[config.mk]
export PLATFORM = sky130hd
export DESIGN_NAME = mul16_seq
export DESIGN_NICKNAME = d
export VERILOG_FILES = /design/src/rtl/mul_pkg.sv /design/src/rtl/mul8x8_core.sv /design/src/rtl/mul16_seq.sv
export SDC_FILE = /design/constraint.sdc
export NUM_CORES = 1
export LEC_CHECK = 0
export ABC_AREA = 1
export CORE_ASPECT_RATIO = 1.5
export CORE_MARGIN = 3
export CORE_UTILIZATION = 45
export DETAILED_ROUTE_END_ITERATION = 8
export PLACE_DENSITY = 0.67
export SYNTH_ARGS = -nofsm -noshare
export SYNTH_HDL_FRONTEND = slang
export SYNTH_SLANG_ARGS = --single-unit
[constraint.sdc]
create_clock -name clk -period 6.5 [get_ports clk]
set_clock_uncertainty 0.1 [all_clocks]
set_input_delay 1.3 -clock clk [delete_from_list [all_inputs] [get_ports clk]]
set_output_delay 1.3 -clock clk [all_outputs]
set_load 0.02 [all_outputs]
[src/rtl/mul_pkg.sv]
// Shared widths, FSM state encoding and partial-product placement for the
// sequential 16x16 multiplier.
package mul_pkg;

  localparam int unsigned OP_W   = 16;
  localparam int unsigned HALF_W = 8;
  localparam int unsigned PROD_W = 32;

  typedef enum logic [2:0] {
    ST_IDLE = 3'd0,
    ST_P0   = 3'd1,
    ST_P1   = 3'd2,
    ST_P2   = 3'd3,
    ST_P3   = 3'd4,
    ST_DONE = 3'd5
  } state_e;

  // Align a 16-bit partial product to its weight for the given P state.
  function automatic logic [PROD_W-1:0] place_partial(input logic [2*HALF_W-1:0] pp,
                                                      input state_e st);
    logic [PROD_W-1:0] res;
    case (st)
      ST_P0:        res = {16'h0000, pp};
      ST_P1, ST_P2: res = {8'h00, pp, 8'h00};
      ST_P3:        res = {pp, 16'h0000};
      default:      res = 32'h0000_0000;
    endcase
    return res;
  endfunction

endpackage

[src/rtl/mul8x8_core.sv]
// Combinational unsigned 8x8 -> 16-bit exact multiplier shared by all
// partial-product steps of mul16_seq.
module mul8x8_core
  import mul_pkg::*;
(
  input  logic [HALF_W-1:0]   x,
  input  logic [HALF_W-1:0]   w,
  output logic [2*HALF_W-1:0] p
);

  // Operands are zero-extended so the product is formed at full 16-bit width.
  always_comb begin
    p = {8'h00, x} * {8'h00, w};
  end

endmodule

[src/rtl/mul16_seq.sv]
// Sequential unsigned 16x16 -> 32 multiplier built from one 8x8 core over
// four cycles. Optional MAC mode is enabled by defining MUL16_SEQ_ACC_EN.
module mul16_seq
  import mul_pkg::*;
(
  input  logic              clk,
  input  logic              rst_n,
  input  logic              in_valid,
  output logic              in_ready,
  input  logic [OP_W-1:0]   a,
  input  logic [OP_W-1:0]   b,
`ifdef MUL16_SEQ_ACC_EN
  input  logic              acc_clr,
`endif
  output logic              out_valid,
  input  logic              out_ready,
  output logic [PROD_W-1:0] y,
  output logic              busy
);

  state_e              state_r;
  state_e              state_s;
  logic [OP_W-1:0]     a_r;
  logic [OP_W-1:0]     b_r;
  logic [PROD_W-1:0]   acc_r;
  logic [PROD_W-1:0]   acc_start_s;
  logic [PROD_W-1:0]   y_r;
  logic                out_valid_r;
  logic                accept_s;
  logic                take_s;
  logic [HALF_W-1:0]   core_x_s;
  logic [HALF_W-1:0]   core_w_s;
  logic [2*HALF_W-1:0] core_p_s;

  assign accept_s  = in_valid && (state_r == ST_IDLE);
  assign take_s    = out_valid_r && out_ready && (state_r == ST_DONE);
  assign in_ready  = (state_r == ST_IDLE);
  assign busy      = (state_r != ST_IDLE);
  assign out_valid = out_valid_r;
  assign y         = y_r;

`ifdef MUL16_SEQ_ACC_EN
  // MAC mode seeds the accumulator with the previous product unless cleared.
  always_comb begin
    acc_start_s = 32'h0000_0000;
    if (acc_clr) begin
      acc_start_s = 32'h0000_0000;
    end else begin
      acc_start_s = y_r;
    end
  end
`else
  // Every operation starts from zero.
  always_comb begin
    acc_start_s = 32'h0000_0000;
  end
`endif

  // Operand muxes steering the captured halves into the shared core.
  always_comb begin
    core_x_s = a_r[HALF_W-1:0];
    core_w_s = b_r[HALF_W-1:0];
    case (state_r)
      ST_P0: begin
        core_x_s = a_r[HALF_W-1:0];
        core_w_s = b_r[HALF_W-1:0];
      end
      ST_P1: begin
        core_x_s = a_r[HALF_W-1:0];
        core_w_s = b_r[OP_W-1:HALF_W];
      end
      ST_P2: begin
        core_x_s = a_r[OP_W-1:HALF_W];
        core_w_s = b_r[HALF_W-1:0];
      end
      ST_P3: begin
        core_x_s = a_r[OP_W-1:HALF_W];
        core_w_s = b_r[OP_W-1:HALF_W];
      end
      default: begin
        core_x_s = a_r[HALF_W-1:0];
        core_w_s = b_r[HALF_W-1:0];
      end
    endcase
  end

  mul8x8_core u_core (
    .x (core_x_s),
    .w (core_w_s),
    .p (core_p_s)
  );

  // Next-state logic; DONE only releases once the registered result was offered.
  always_comb begin
    state_s = state_r;
    case (state_r)
      ST_IDLE: begin
        if (accept_s) begin
          state_s = ST_P0;
        end else begin
          state_s = ST_IDLE;
        end
      end
      ST_P0: state_s = ST_P1;
      ST_P1: state_s = ST_P2;
      ST_P2: state_s = ST_P3;
      ST_P3: state_s = ST_DONE;
      ST_DONE: begin
        if (take_s) begin
          state_s = ST_IDLE;
        end else begin
          state_s = ST_DONE;
        end
      end
      default: state_s = ST_IDLE;
    endcase
  end

  // State register.
  always_ff @(posedge clk or negedge rst_n) begin
    if (!rst_n) begin
      state_r <= ST_IDLE;
    end else begin
      state_r <= state_s;
    end
  end

  // Operand capture and partial-product accumulation.
  always_ff @(posedge clk or negedge rst_n) begin
    if (!rst_n) begin
      a_r   <= 16'h0000;
      b_r   <= 16'h0000;
      acc_r <= 32'h0000_0000;
    end else if (accept_s) begin
      a_r   <= a;
      b_r   <= b;
      acc_r <= acc_start_s;
    end else if ((state_r == ST_P0) || (state_r == ST_P1) ||
                 (state_r == ST_P2) || (state_r == ST_P3)) begin
      acc_r <= acc_r + place_partial(core_p_s, state_r);
    end else begin
      acc_r <= acc_r;
    end
  end

  // Output register: loaded once per operation in DONE, held until taken.
  always_ff @(posedge clk or negedge rst_n) begin
    if (!rst_n) begin
      y_r         <= 32'h0000_0000;
      out_valid_r <= 1'b0;
    end else if ((state_r == ST_DONE) && !out_valid_r) begin
      y_r         <= acc_r;
      out_valid_r <= 1'b1;
    end else if (take_s) begin
      out_valid_r <= 1'b0;
    end else begin
      out_valid_r <= out_valid_r;
    end
  end

endmodule

==> run summary, run 1 <==
The detailed route wirelength on metal3 came out at 696 um. The worst path meets setup with 0.0367 ns of slack. The leading cell type in the layout, fill and taps excluded is nand2_1.

Of the total synthesized cell area, the portion taken by XOR and XNOR cells is 0.0151. The via count of the first global-routing pass came out at ~8000. STA classifies the critical path startpoint as a flip-flop. The total global-route track usage is 0.258. The die height came out at 170 um. The highest net fanout along the worst path is 7. The I/O pin count came out at slightly above 70. The total number of nets in the final design is between 1000 and 1500. The width of the die is 116 um.

In this design, the stage delay of the slowest critical-path cell is 0.55 ns. The run finished with clean final reports. The synthesized netlist occupies a cell area of about 0.0081 sq mm.

Of all cell types, the one taking the most synthesized area is dfrtp_1. The achievable clock frequency came out at 155 MHz. For this configuration, the core starts out at a cell density of 0.463.

Max-cap violations in this run came to 0. The total overflow left after global routing is 0. The worst setup path is of the reg2reg kind.

By area the synthesized netlist is led by dfrtp_1 31%, nand2_1 14%, ha_1 10%. Setup repair after global routing could not meet its margin everywhere. The final clock period utilization by the worst path is 0.994. The residual antenna-violating net count after detailed routing is 0. After detailed routing, the wire length on met1 is roughly 9000 um. The number of vias per cell after detailed routing came out at 5.25. The filler cells instantiated in the layout total around 1600. The floorplan has 59 rows. The net count after synthesis came out at between 1000 and 1500. In this run the standard cell core region covers 0.0175 sq mm. The maximum number of buffers from clock root to sink is 2. Summed over all layers, the routed wires come to between 20000 and 25000 um.

The area growth from synthesis to layout is 33.7%. For this design, the slowest cell found on the critical path is fa_1. For this run, the detailed router's first-pass iteration total came to 5. The relative slew slack came out at 0.498. Setup violations remaining at the end of the flow were counted as 0. The distinct cell type count after synthesis came out at 40. The critical path's most frequent cell is nand2_1.

In this run, synthesis produced a sequential element count of 100. The number of cell instances on the worst register-to-register path is 34. Summing all multi-input logic gate instances after layout gives 0.00544 sq mm. The maximum number of pins on one net before global-route repair is 58. The worst hold path begins at b_r[8]$_DFFE_PN0P_. Clock-pin slew was measured on the worst setup and hold paths at 0.07 ns. The number of antenna violations at the first check in global routing came to 0. The clock latency reported for the late side of the worst-skew pair is roughly 0.36 ns. The critical path starts at state_r[1]$_DFF_PN0_. The worst register-to-register path has a setup slack of 0.04 ns. Across the whole layout, storage elements account for ~0.0025 sq mm. The die footprint is between 0.015 and 0.02 sq mm. The worst path required time is 6.65 ns.

The arrival time reported for the critical path endpoint is 6.61 ns. The share of the yosys chip area belonging to registers is 0.309. The clock tree from TritonCTS is built. The antenna diode count came out at 0. The proportion of synthesized area in mux cells is 0.0179.

The worst slack at placement came out at -0.507 ns. The synthesized-area fraction occupied by and/or/nand/nor cells is 0.249. The synthesized instance count is 1096. The count of buffers added on input and output ports is 70. The clock sink count is 100. The worst register-to-register path ends at acc_r[25]$_DFFE_PN0P_. Of the total synthesized cell area, the portion taken by full adders, half adders and majority gates is 0.195. The HPWL after detailed placement is 19400 um. The root buffer cell is clkbuf_16. In the routed design, unresolved DRC markers number 0. The mean instance size in the synthesized netlist came out at 7.39 sq um. The routed via count came out at between 7000 and 8000. The share of the synthesized area in the top cell type is 0.309.

The share of post-route cells with drive strength above 1 came out at 0.237. Dividing the detail-routed wire length by the instance count gives 16.5 um. The standard cell area after detailed placement is 0.00977 sq mm. The count of H-tree levels built during CTS came out at 3. The worst hold path belongs to the class reg2reg. Summed over all nets, wire length on met2 after detailed routing comes to 13400 um. After routing the design area is 0.0108 sq mm. The wire length of the first global-routing pass came out at about 40000 um. The count of final hold-check violations came out at 0. The final critical path time including I/O delays and setup came out at 6.46 ns. Following the worst setup path forward leads to its endpoint at acc_r[25]$_DFFE_PN0P_. The area fraction in compound gates after synthesis came out at 0.123. The number of clock buffers added by TritonCTS is 9. The worst register-to-register path begins at state_r[1]$_DFF_PN0_. The last weighted congestion value of the routability-driven placer is 0.993.

The hold-fix buffer count after cts is 0. The first routing iteration left 435 violations. The max-slew violation total from the final report is 0. The combinational family with the most area after synthesis is simple AND/OR/NAND/NOR gates. The top layer reached by signal wires is met4.

The total of warnings raised by yosys is 0. The worst setup path is captured at a flip-flop. In the layout the commonest cells are 278 x nand2_1, 142 x inv_1, 127 x buf_4.

The transition at the pin with the smallest max-transition slack is 0.753 ns.
==> layout make-up <==
| type | instances | share of cell area |
|---|---|---|
| Clock inverter | 6 | 0.00543 |
| Sequential cell | 100 | 0.231 |
| Multi-Input combinational cell | 811 | 0.503 |
| Timing Repair inverter | 1 | 0.000462 |
| Clock buffer | 9 | 0.0208 |
| Timing Repair Buffer | 199 | 0.157 |
| Tap cell | 213 | 0.0246 |
| Inverter | 163 | 0.0574 |
==> Yosys cell counts <==
cell type	count
nor2_1	133
nor2_4	2
inv_4	1
o21bai_1	6
mux2_2	2
o32ai_1	3
xnor2_1	8
nand2_4	2
o21ai_0	72
o21a_1	1
a21o_1	4
dfrtp_1	100
nand3b_1	2
fa_1	37
nand2_1	300
o21ai_1	9
nand3_1	42
inv_1	145
or2_2	1
buf_6	2
ha_1	67
mux2_1	10
nor4_1	1
clkbuf_1	7
buf_2	10
o22ai_1	24
a31oi_1	1
inv_2	17
nand4_1	8
a21oi_2	1
nor3_1	7
a21oi_1	50
nor2_2	1
mux2i_1	1
o21ai_2	6
xor2_1	6
a21boi_0	2
nand2_2	1
buf_4	3
nor3_2	1
==> worst min-delay path by stage <==
| stage | slack [ns] | cells past startpoint | end |
|---|---|---|---|
| after detailed placement | 0.37 | 2 | b_r[11]$_DFFE_PN0P_ |
| after global placement | 0.37 | 2 | y[31]$_DFFE_PN0P_ |
| after global routing | 0.40 | 2 | b_r[11]$_DFFE_PN0P_ |
| after CTS | 0.39 | 2 | b_r[8]$_DFFE_PN0P_ |
| final | 0.38 | 2 | b_r[8]$_DFFE_PN0P_ |
| after floorplan | 0.34 | 2 | a_r[15]$_DFFE_PN0P_ |
==> per-stage QoR <==
| stage | util | TNS [ns] | cells | hold slack [ns] |
|---|---|---|---|---|
| 6_report | 0.619 | 0 | 1502 | 0.384 |
| 5_1_grt | 0.619 | -3.18 | 1502 | 0.403 |
| 4_1_cts | 0.591 | 0 | 1489 | 0.390 |
| 3_5_place_dp | 0.559 | -4.62 | 1466 | 0.369 |
| 3_3_place_gp | 0.559 | -3.60 | 1466 | 0.366 |
| 2_1_floorplan | - | 0 | 1096 | 0.341 |
==> critical path: cells and delay by family (launching register included) <==
| family | cells | cell delay (ns) |
|---|---|---|
| fa+ha+maj | 6 | 2.76 |
| simple gates | 14 | 1.37 |
| buf+inv | 8 | 0.87 |
| flops | 1 | 0.42 |
| compound gates | 5 | 0.65 |
| xor+xnor | 1 | 0.19 |
==> kinds of logic after synthesis <==
logic type	Yosys count
flip-flops	100
XOR/XNOR	14
adder cells (fa/ha/maj)	104
AND/OR/NAND/NOR	501
buffers and inverters	185
multiplexers	13
AO/OA/AOI/OAI	179
==> registers in the layout, indices dropped and copies added, names as in the netlist <==
| signal | cells |
|---|---|
| acc_r | 32 |
| y | 32 |
| a_r | 16 |
| b_r | 16 |
| state_r | 3 |
| out_valid | 1 |
==> metal layers <==
layer,vias to the layer above,global-route usage
met5,-,0
met4,0,0.170
met3,91,0.0245
met2,182,0.484
met1,3732,0.267
li1,3884,-
==> what timing repair did <==
action | CTS | global route
buffers inserted | 7 | 12
cloned | 1 | 1
resized for setup | 46 | 119
pin swaps | 19 | 34
setup endpoints to repair | 18 | 22
Power of run 1 is left out: the tool's default activity adds up to more than one toggle a clock period on the data nets, which glitch-free logic cannot reach.
==> run 2: changes to the inputs <==
--- a/config.mk
+++ b/config.mk
@@ -10,7 +10,7 @@
 export CORE_MARGIN = 3
 export CORE_UTILIZATION = 45
 export DETAILED_ROUTE_END_ITERATION = 8
-export PLACE_DENSITY = 0.67
+export SETUP_SLACK_MARGIN = 0.1
 export SYNTH_ARGS = -nofsm -noshare
 export SYNTH_HDL_FRONTEND = slang
 export SYNTH_SLANG_ARGS = --single-unit
==> constraint.sdc (replaced) <==
create_clock -name clk -period 7.55 [get_ports clk]
set_clock_uncertainty 0.1 [all_clocks]
set_input_delay 1.51 -clock clk [delete_from_list [all_inputs] [get_ports clk]]
set_output_delay 1.51 -clock clk [all_outputs]
set_load 0.02 [all_outputs]
==> run 2 against run 1 <==
Sequential cell count unchanged. First-iteration DRC count decreased by 9.2%. Final cell count is 8.5% lower. Sequential share of layout area is 3.8 points higher. Utilization down 8.8 points. Critical endpoint unchanged. Largest cell class unchanged.
==> run summary, run 2 (synthesis results as in run 1) <==
The flow ran to the end, and the final reports show no timing, DRC or antenna violations. After detailed routing, the number of remaining DRC violations is 0. For this run, the total global-route usage over all layers was measured as 0.255. Port buffering added 70 buffers. The class of the most critical hold timing path is reg2reg. The repair_antennas step left the layout with diodes totalling 0. The total negative slack came out at 0 ns.

The library cells used most frequently in the layout, excluding fill and tap cells, are 299 x nand2_1, 145 x inv_1, 130 x nor2_1. The area of the placeable core is roughly 0.017 sq mm. The count of H-tree levels built during CTS is 3. The routed via count came out at 7196. Counting stages on the worst path, the most repeated cell is nand2_1. Of the cells placed in the final design, the portion with a size suffix greater than 1 is 0.0551.

The maximum number of buffers from clock root to sink came out at 2. Setup violations remaining at the end of the flow were counted as 0. The clock sink count is 100. The floorplan has 59 rows.

The wire-length estimate of the detail-placed layout is 19200 um. By startpoint and endpoint, the worst setup path is classified as reg2reg. The number of hold buffers added after CTS was 0. The last weighted congestion value of the routability-driven placer is 0.939. The worst setup path is captured at a flip-flop. The routed length per placed instance is 17.3 um. The worst setup path is launched from a flip-flop. Of the available clock period, the critical path in the final layout requires 0.920. The slowest cell on the critical path is fa_1. The met3 layer usage reported by global route came out at 0.0306. The detailed router finished its first iteration with 395 violations. From synthesis to final layout, the design area changed by 14.6%. The worst path in the final design needs a cycle of 6.94 ns, including I/O delays and setup. The relative slew slack is 0.368. The tool flagged a number of max-cap violations equal to 0.

The CTS buffer count came out at 9. The count of final hold-check violations came to 0. The total non-filler cell area in the finished layout came out at just over 0.009 sq mm. For the pin with the worst max-slew slack, the measured transition is about 0.94 ns.

The clock latency reported for the late side of the worst-skew pair came out at 0.36 ns. The met1 usage came out at 0.286. The via count of the first global-routing pass came out at 7522.

The die is 116 um wide. The most used routing layer is met2. The clock tree from TritonCTS is built. The worst stage delay on the critical path came out at approximately 0.57 ns. Leaving out fill and tap cells, the most frequent cell in the layout is nand2_1. In this run the remaining antenna-violating nets after routing total 0. Static timing analysis puts the maximum clock frequency at 144 MHz.

Setup repair after global routing could not meet its margin everywhere. The met2 demand-to-capacity share in global routing is 0.479. The max-slew violation total from the final report is 0. The overflow left after global routing is 0. The total number of nets in the final design came out at 1298. The maximum number of pins on one net before global-route repair came out at 53. The number of antenna violations at the first check in global routing is 0.

For this run, the detailed router's first-pass iteration total came to 6. 71 I/O pins were placed. The die footprint is 0.0197 sq mm. The standard cell area after detailed placement came out at 0.00897 sq mm. The highest net fanout along the worst path is 15. The clock slew seen by the registers of the worst setup and hold paths came out at about 0.080 ns. The final wirelength came out at 23800 um. The wire length of the first global-routing pass is 38600 um. The tree is rooted in a clkbuf_16. At the worst endpoint, the required time is 7.70 ns. The number of vias per cell after detailed routing is 5.23. The die height came out at 170 um.

The arrival time reported for the critical path endpoint came out at 7.09 ns. The initial core utilization is 0.463.
==> run 2: changes by cell type in the layout (fill, tap and decap cells not counted), moves of 8 or more <==
cell,change
nor2_2,-28
o21ai_0,+14
ha_1,+10
nand2_1,+21
a21oi_1,+13
nand2_2,-17
buf_4,-123
a21oi_2,-11
nor2_4,-8
nor2_1,+36
o21ai_2,-8
==> run 2: routing by layer <==
layer | share of wire | vias to the layer above | wire length, um
met3 | 0.025 | 50 | 588
li1 | - | 3615 | -
met4 | 0.038 | 0 | 895
met1 | 0.40 | 3378 | 9450
met2 | 0.54 | 153 | 12900
met5 | 0 | - | 0
==> run 2: cell type report <==
| type | count | area, sq um |
|---|---|---|
| clock buffer | 9 | 225 |
| clock inverter | 6 | 57.6 |
| fill | 1763 | 8210 |
| inverter | 163 | 614 |
| multi-input combinational | 811 | 4900 |
| sequential | 100 | 2500 |
| tap | 213 | 267 |
| timing repair buffer | 73 | 721 |
==> run 2: critical path: cells and delay by family (launching register included) <==
family / cells / cell delay, ns
adders and majority gates: 6 / 2.96
and+or+nand+nor: 13 / 1.66
AOI/OAI and AO/OA: 7 / 0.93
buffers and inverters: 5 / 0.45
DFF: 1 / 0.42
xor gates and xnor gates: 1 / 0.30
==> run 2: worst paths after layout <==
kind | from | endpoint | slack, ns | cells after the start
max | state_r[0]$_DFF_PN0_ | acc_r[25]$_DFFE_PN0P_ | 0.61 | 32
min | y[2]$_DFFE_PN0P_ | y[2]$_DFFE_PN0P_ | 0.39 | 2
max reg2reg | state_r[0]$_DFF_PN0_ | acc_r[25]$_DFFE_PN0P_ | 0.61 | 32
min reg2reg | y[2]$_DFFE_PN0P_ | y[2]$_DFFE_PN0P_ | 0.39 | 2
max in group asynchronous | rst_n | acc_r[25]$_DFFE_PN0P_ | 5.11 | 2
min in group asynchronous | rst_n | a_r[3]$_DFFE_PN0P_ | 1.07 | 1
==> run 2: repair_timing <==
action | 4_1_cts | 5_1_grt
endpoints found under the setup margin | 0 | 19
setup buffers | 0 | 0
gates resized for setup | 0 | 10
==> run 2: metrics by stage <==
step | utilization | cells | hold WS [ns] | setup slack, ns
floorplan | - | 1096 | 0.341 | 1.52
global placement | 0.512 | 1360 | 0.365 | 0.461
detailed placement | 0.512 | 1360 | 0.370 | 0.394
CTS | 0.529 | 1375 | 0.392 | 0.341
global route | 0.531 | 1375 | 0.409 | 0.0633
finish | 0.531 | 1375 | 0.387 | 0.606
Power of run 2 is left out for the same reason.
==> run 3: changes to the inputs <==
==> constraint.sdc (replaced) <==
create_clock -name clk -period 7.45 [get_ports clk]
set_clock_uncertainty 0.1 [all_clocks]
set_input_delay 1.49 -clock clk [delete_from_list [all_inputs] [get_ports clk]]
set_output_delay 1.49 -clock clk [all_outputs]
set_load 0.02 [all_outputs]
==> run 3 against run 2 <==
Critical path depth is the same. First-iteration DRC count fell by 8.1%. Worst hold slack got worse by 0.0040 ns. Register-to-register slack improved by 0.07 ns. Sequential cell count unchanged. Die area unchanged. Non-clock buffer count unchanged. Final cell count barely moved. Final area increased by 0.12%. Sequential share of layout area about the same. Fmax up 2.5%. Largest cell class unchanged.
==> run summary, run 3 (synthesis results as in run 1) <==
The run finished with clean final reports. TritonCTS built the clock tree. The maximum number of buffers from clock root to sink is 2. The cell type group with the largest total delay on the critical path is adder cells. Clock tree synthesis selected as its root buffer the cell clkbuf_16. The count of final hold-check violations is 0. The via count of the first global-routing pass came out at about 7400. The final clock period utilization by the worst path came out at 0.909. After routing, the total negative slack on setup checks comes to 0 ns. The total number of placement rows is 59.

The die is 116 um wide. The library cells used most frequently in the layout, excluding fill and tap cells, are 299 x nand2_1, 145 x inv_1, 129 x nor2_1. The number of clock buffers added by TritonCTS is 9. At the worst endpoint, the required time is between 7 and 8 ns. 0 antenna diodes ended up in the layout.

The final critical path time including I/O delays and setup came out at 6.77 ns. The share of post-route cells with drive strength above 1 is 0.0550. Dividing the detail-routed via count by the number of cells gives 5.24.

The final wirelength is 23300 um. The clock sink count came out at 100. The maximum number of pins on one net before global-route repair came out at 53. The I/O pin count came out at 71. In this run the worst hold path is classified as reg2reg. The die footprint is 0.0197 sq mm. The worst stage delay on the critical path came out at 0.54 ns. The hold-fix buffer count after cts came out at 0. The core region is roughly 0.017 sq mm. The kind of end point of the critical path is a flip-flop. In this run the tool buffered the top-level ports with 70 buffer cells. The wire length of the first global-routing pass came out at 37600 um. The count of H-tree levels built during CTS is 3. Setup repair after global routing left no endpoint under its margin. The DRC violation count after routing is 0. The die is between 150 and 200 um tall. Together, buffers and inverters on the worst path number 5.

Summed over all layers, the global routing overflow is 0. The library cell used most frequently in the layout, excluding fill and tap cells, is nand2_1. In this design, the critical path's most frequently occurring cell is nand2_1. In this run the remaining antenna-violating nets after routing total 0. At the later pin of the worst-skew pair, clock insertion delay measures 0.36 ns. The relative slew slack came out at 0.502. The last weighted congestion value of the routability-driven placer came out at between 0.9 and 1. Clock-pin slew was measured on the worst setup and hold paths at around 0.08 ns. The total number of nets in the final design is 1298. On the critical path, the stage with the largest delay is an instance of fa_1. The max-slew violation total from the final report is 0. The total global-route track usage is 0.248. The achievable clock frequency came out at 148 MHz. The HPWL reported at the end of detailed placement came out at approximately 19000 um. The routed length per placed instance came out at 17.0 um.

Max-cap violations in this run came to 0. In this run the post-CTS setup repair buffer count came out at 0. The highest net fanout along the worst path came out at 15. The area added between synthesis and finish came out at 14.8%. The starting DRC count in detailed routing came out at 363. For the worst setup path, the data arrival time is 6.93 ns.

The worst setup path is of the reg2reg kind. The number of search-and-repair iterations in the first detailed-routing pass is 5. The initial core utilization came out at 0.463.

The final route contains a little over 7000 vias. The number of antenna violations at the first check in global routing came out at 0. The kind of launch point of the worst setup path is a flip-flop. The number of failing setup endpoints in the final timing report came out at 0. The transition at the pin with the smallest max-transition slack is 0.746 ns.
-- run 3: cell type report --
type / count / area [sq um]
fillers: 1770 / 8200
multi-input cells: 811 / 4900
flip-flops and latches: 100 / 2500
repair buffers: 73 / 721
inverters: 163 / 617
well taps: 213 / 267
clock buffers: 10 / 229
clock inverters: 6 / 55.1
-- run 3: final timing paths --
check | from | endpoint | slack [ns] | depth (start not counted)
max | state_r[0]$_DFF_PN0_ | acc_r[25]$_DFFE_PN0P_ | 0.68 | 32
min | y[11]$_DFFE_PN0P_ | y[11]$_DFFE_PN0P_ | 0.38 | 2
max reg2reg | state_r[0]$_DFF_PN0_ | acc_r[25]$_DFFE_PN0P_ | 0.68 | 32
min reg2reg | y[11]$_DFFE_PN0P_ | y[11]$_DFFE_PN0P_ | 0.38 | 2
max in group asynchronous | rst_n | acc_r[30]$_DFFE_PN0P_ | 5.04 | 2
min in group asynchronous | rst_n | a_r[3]$_DFFE_PN0P_ | 1.04 | 1
-- run 3: worst reg2reg max path: cells and delay by family, from the launching register on --
kind	cells	cell delay (ns)
AOI/OAI and AO/OA	3	0.41
and+or+nand+nor	17	2.00
adders and majority gates	6	2.84
DFF	1	0.42
buffers and inverters	5	0.46
xor gates and xnor gates	1	0.45
-- run 3: what timing repair did --
action                                  CTS  global route
gates resized for setup                   0            12
endpoints found under the hold margin     0             0
endpoints found under the setup margin    0            19
-- run 3: metal layers --
metal	up-vias	global-route usage	routed length, um
met4	0	0.127	1200
met2	156	0.459	12500
met5	-	0	0
met1	3364	0.272	8880
met3	66	0.0320	775
li1	3629	-	-
-- run 3: stage by stage --
stage	cells	cell area, sq um	utilization	hold WS, ns	worst slack (ns)
after detailed placement	1360	8970	0.512	0.369	0.417
after global placement	1360	8970	0.512	0.365	0.345
after CTS	1376	9250	0.529	0.388	0.390
after floorplan	1096	8100	-	0.341	1.42
final	1376	9300	0.531	0.383	0.675
after global routing	1376	9300	0.531	0.411	0.107
Power of run 3 is left out for the same reason.
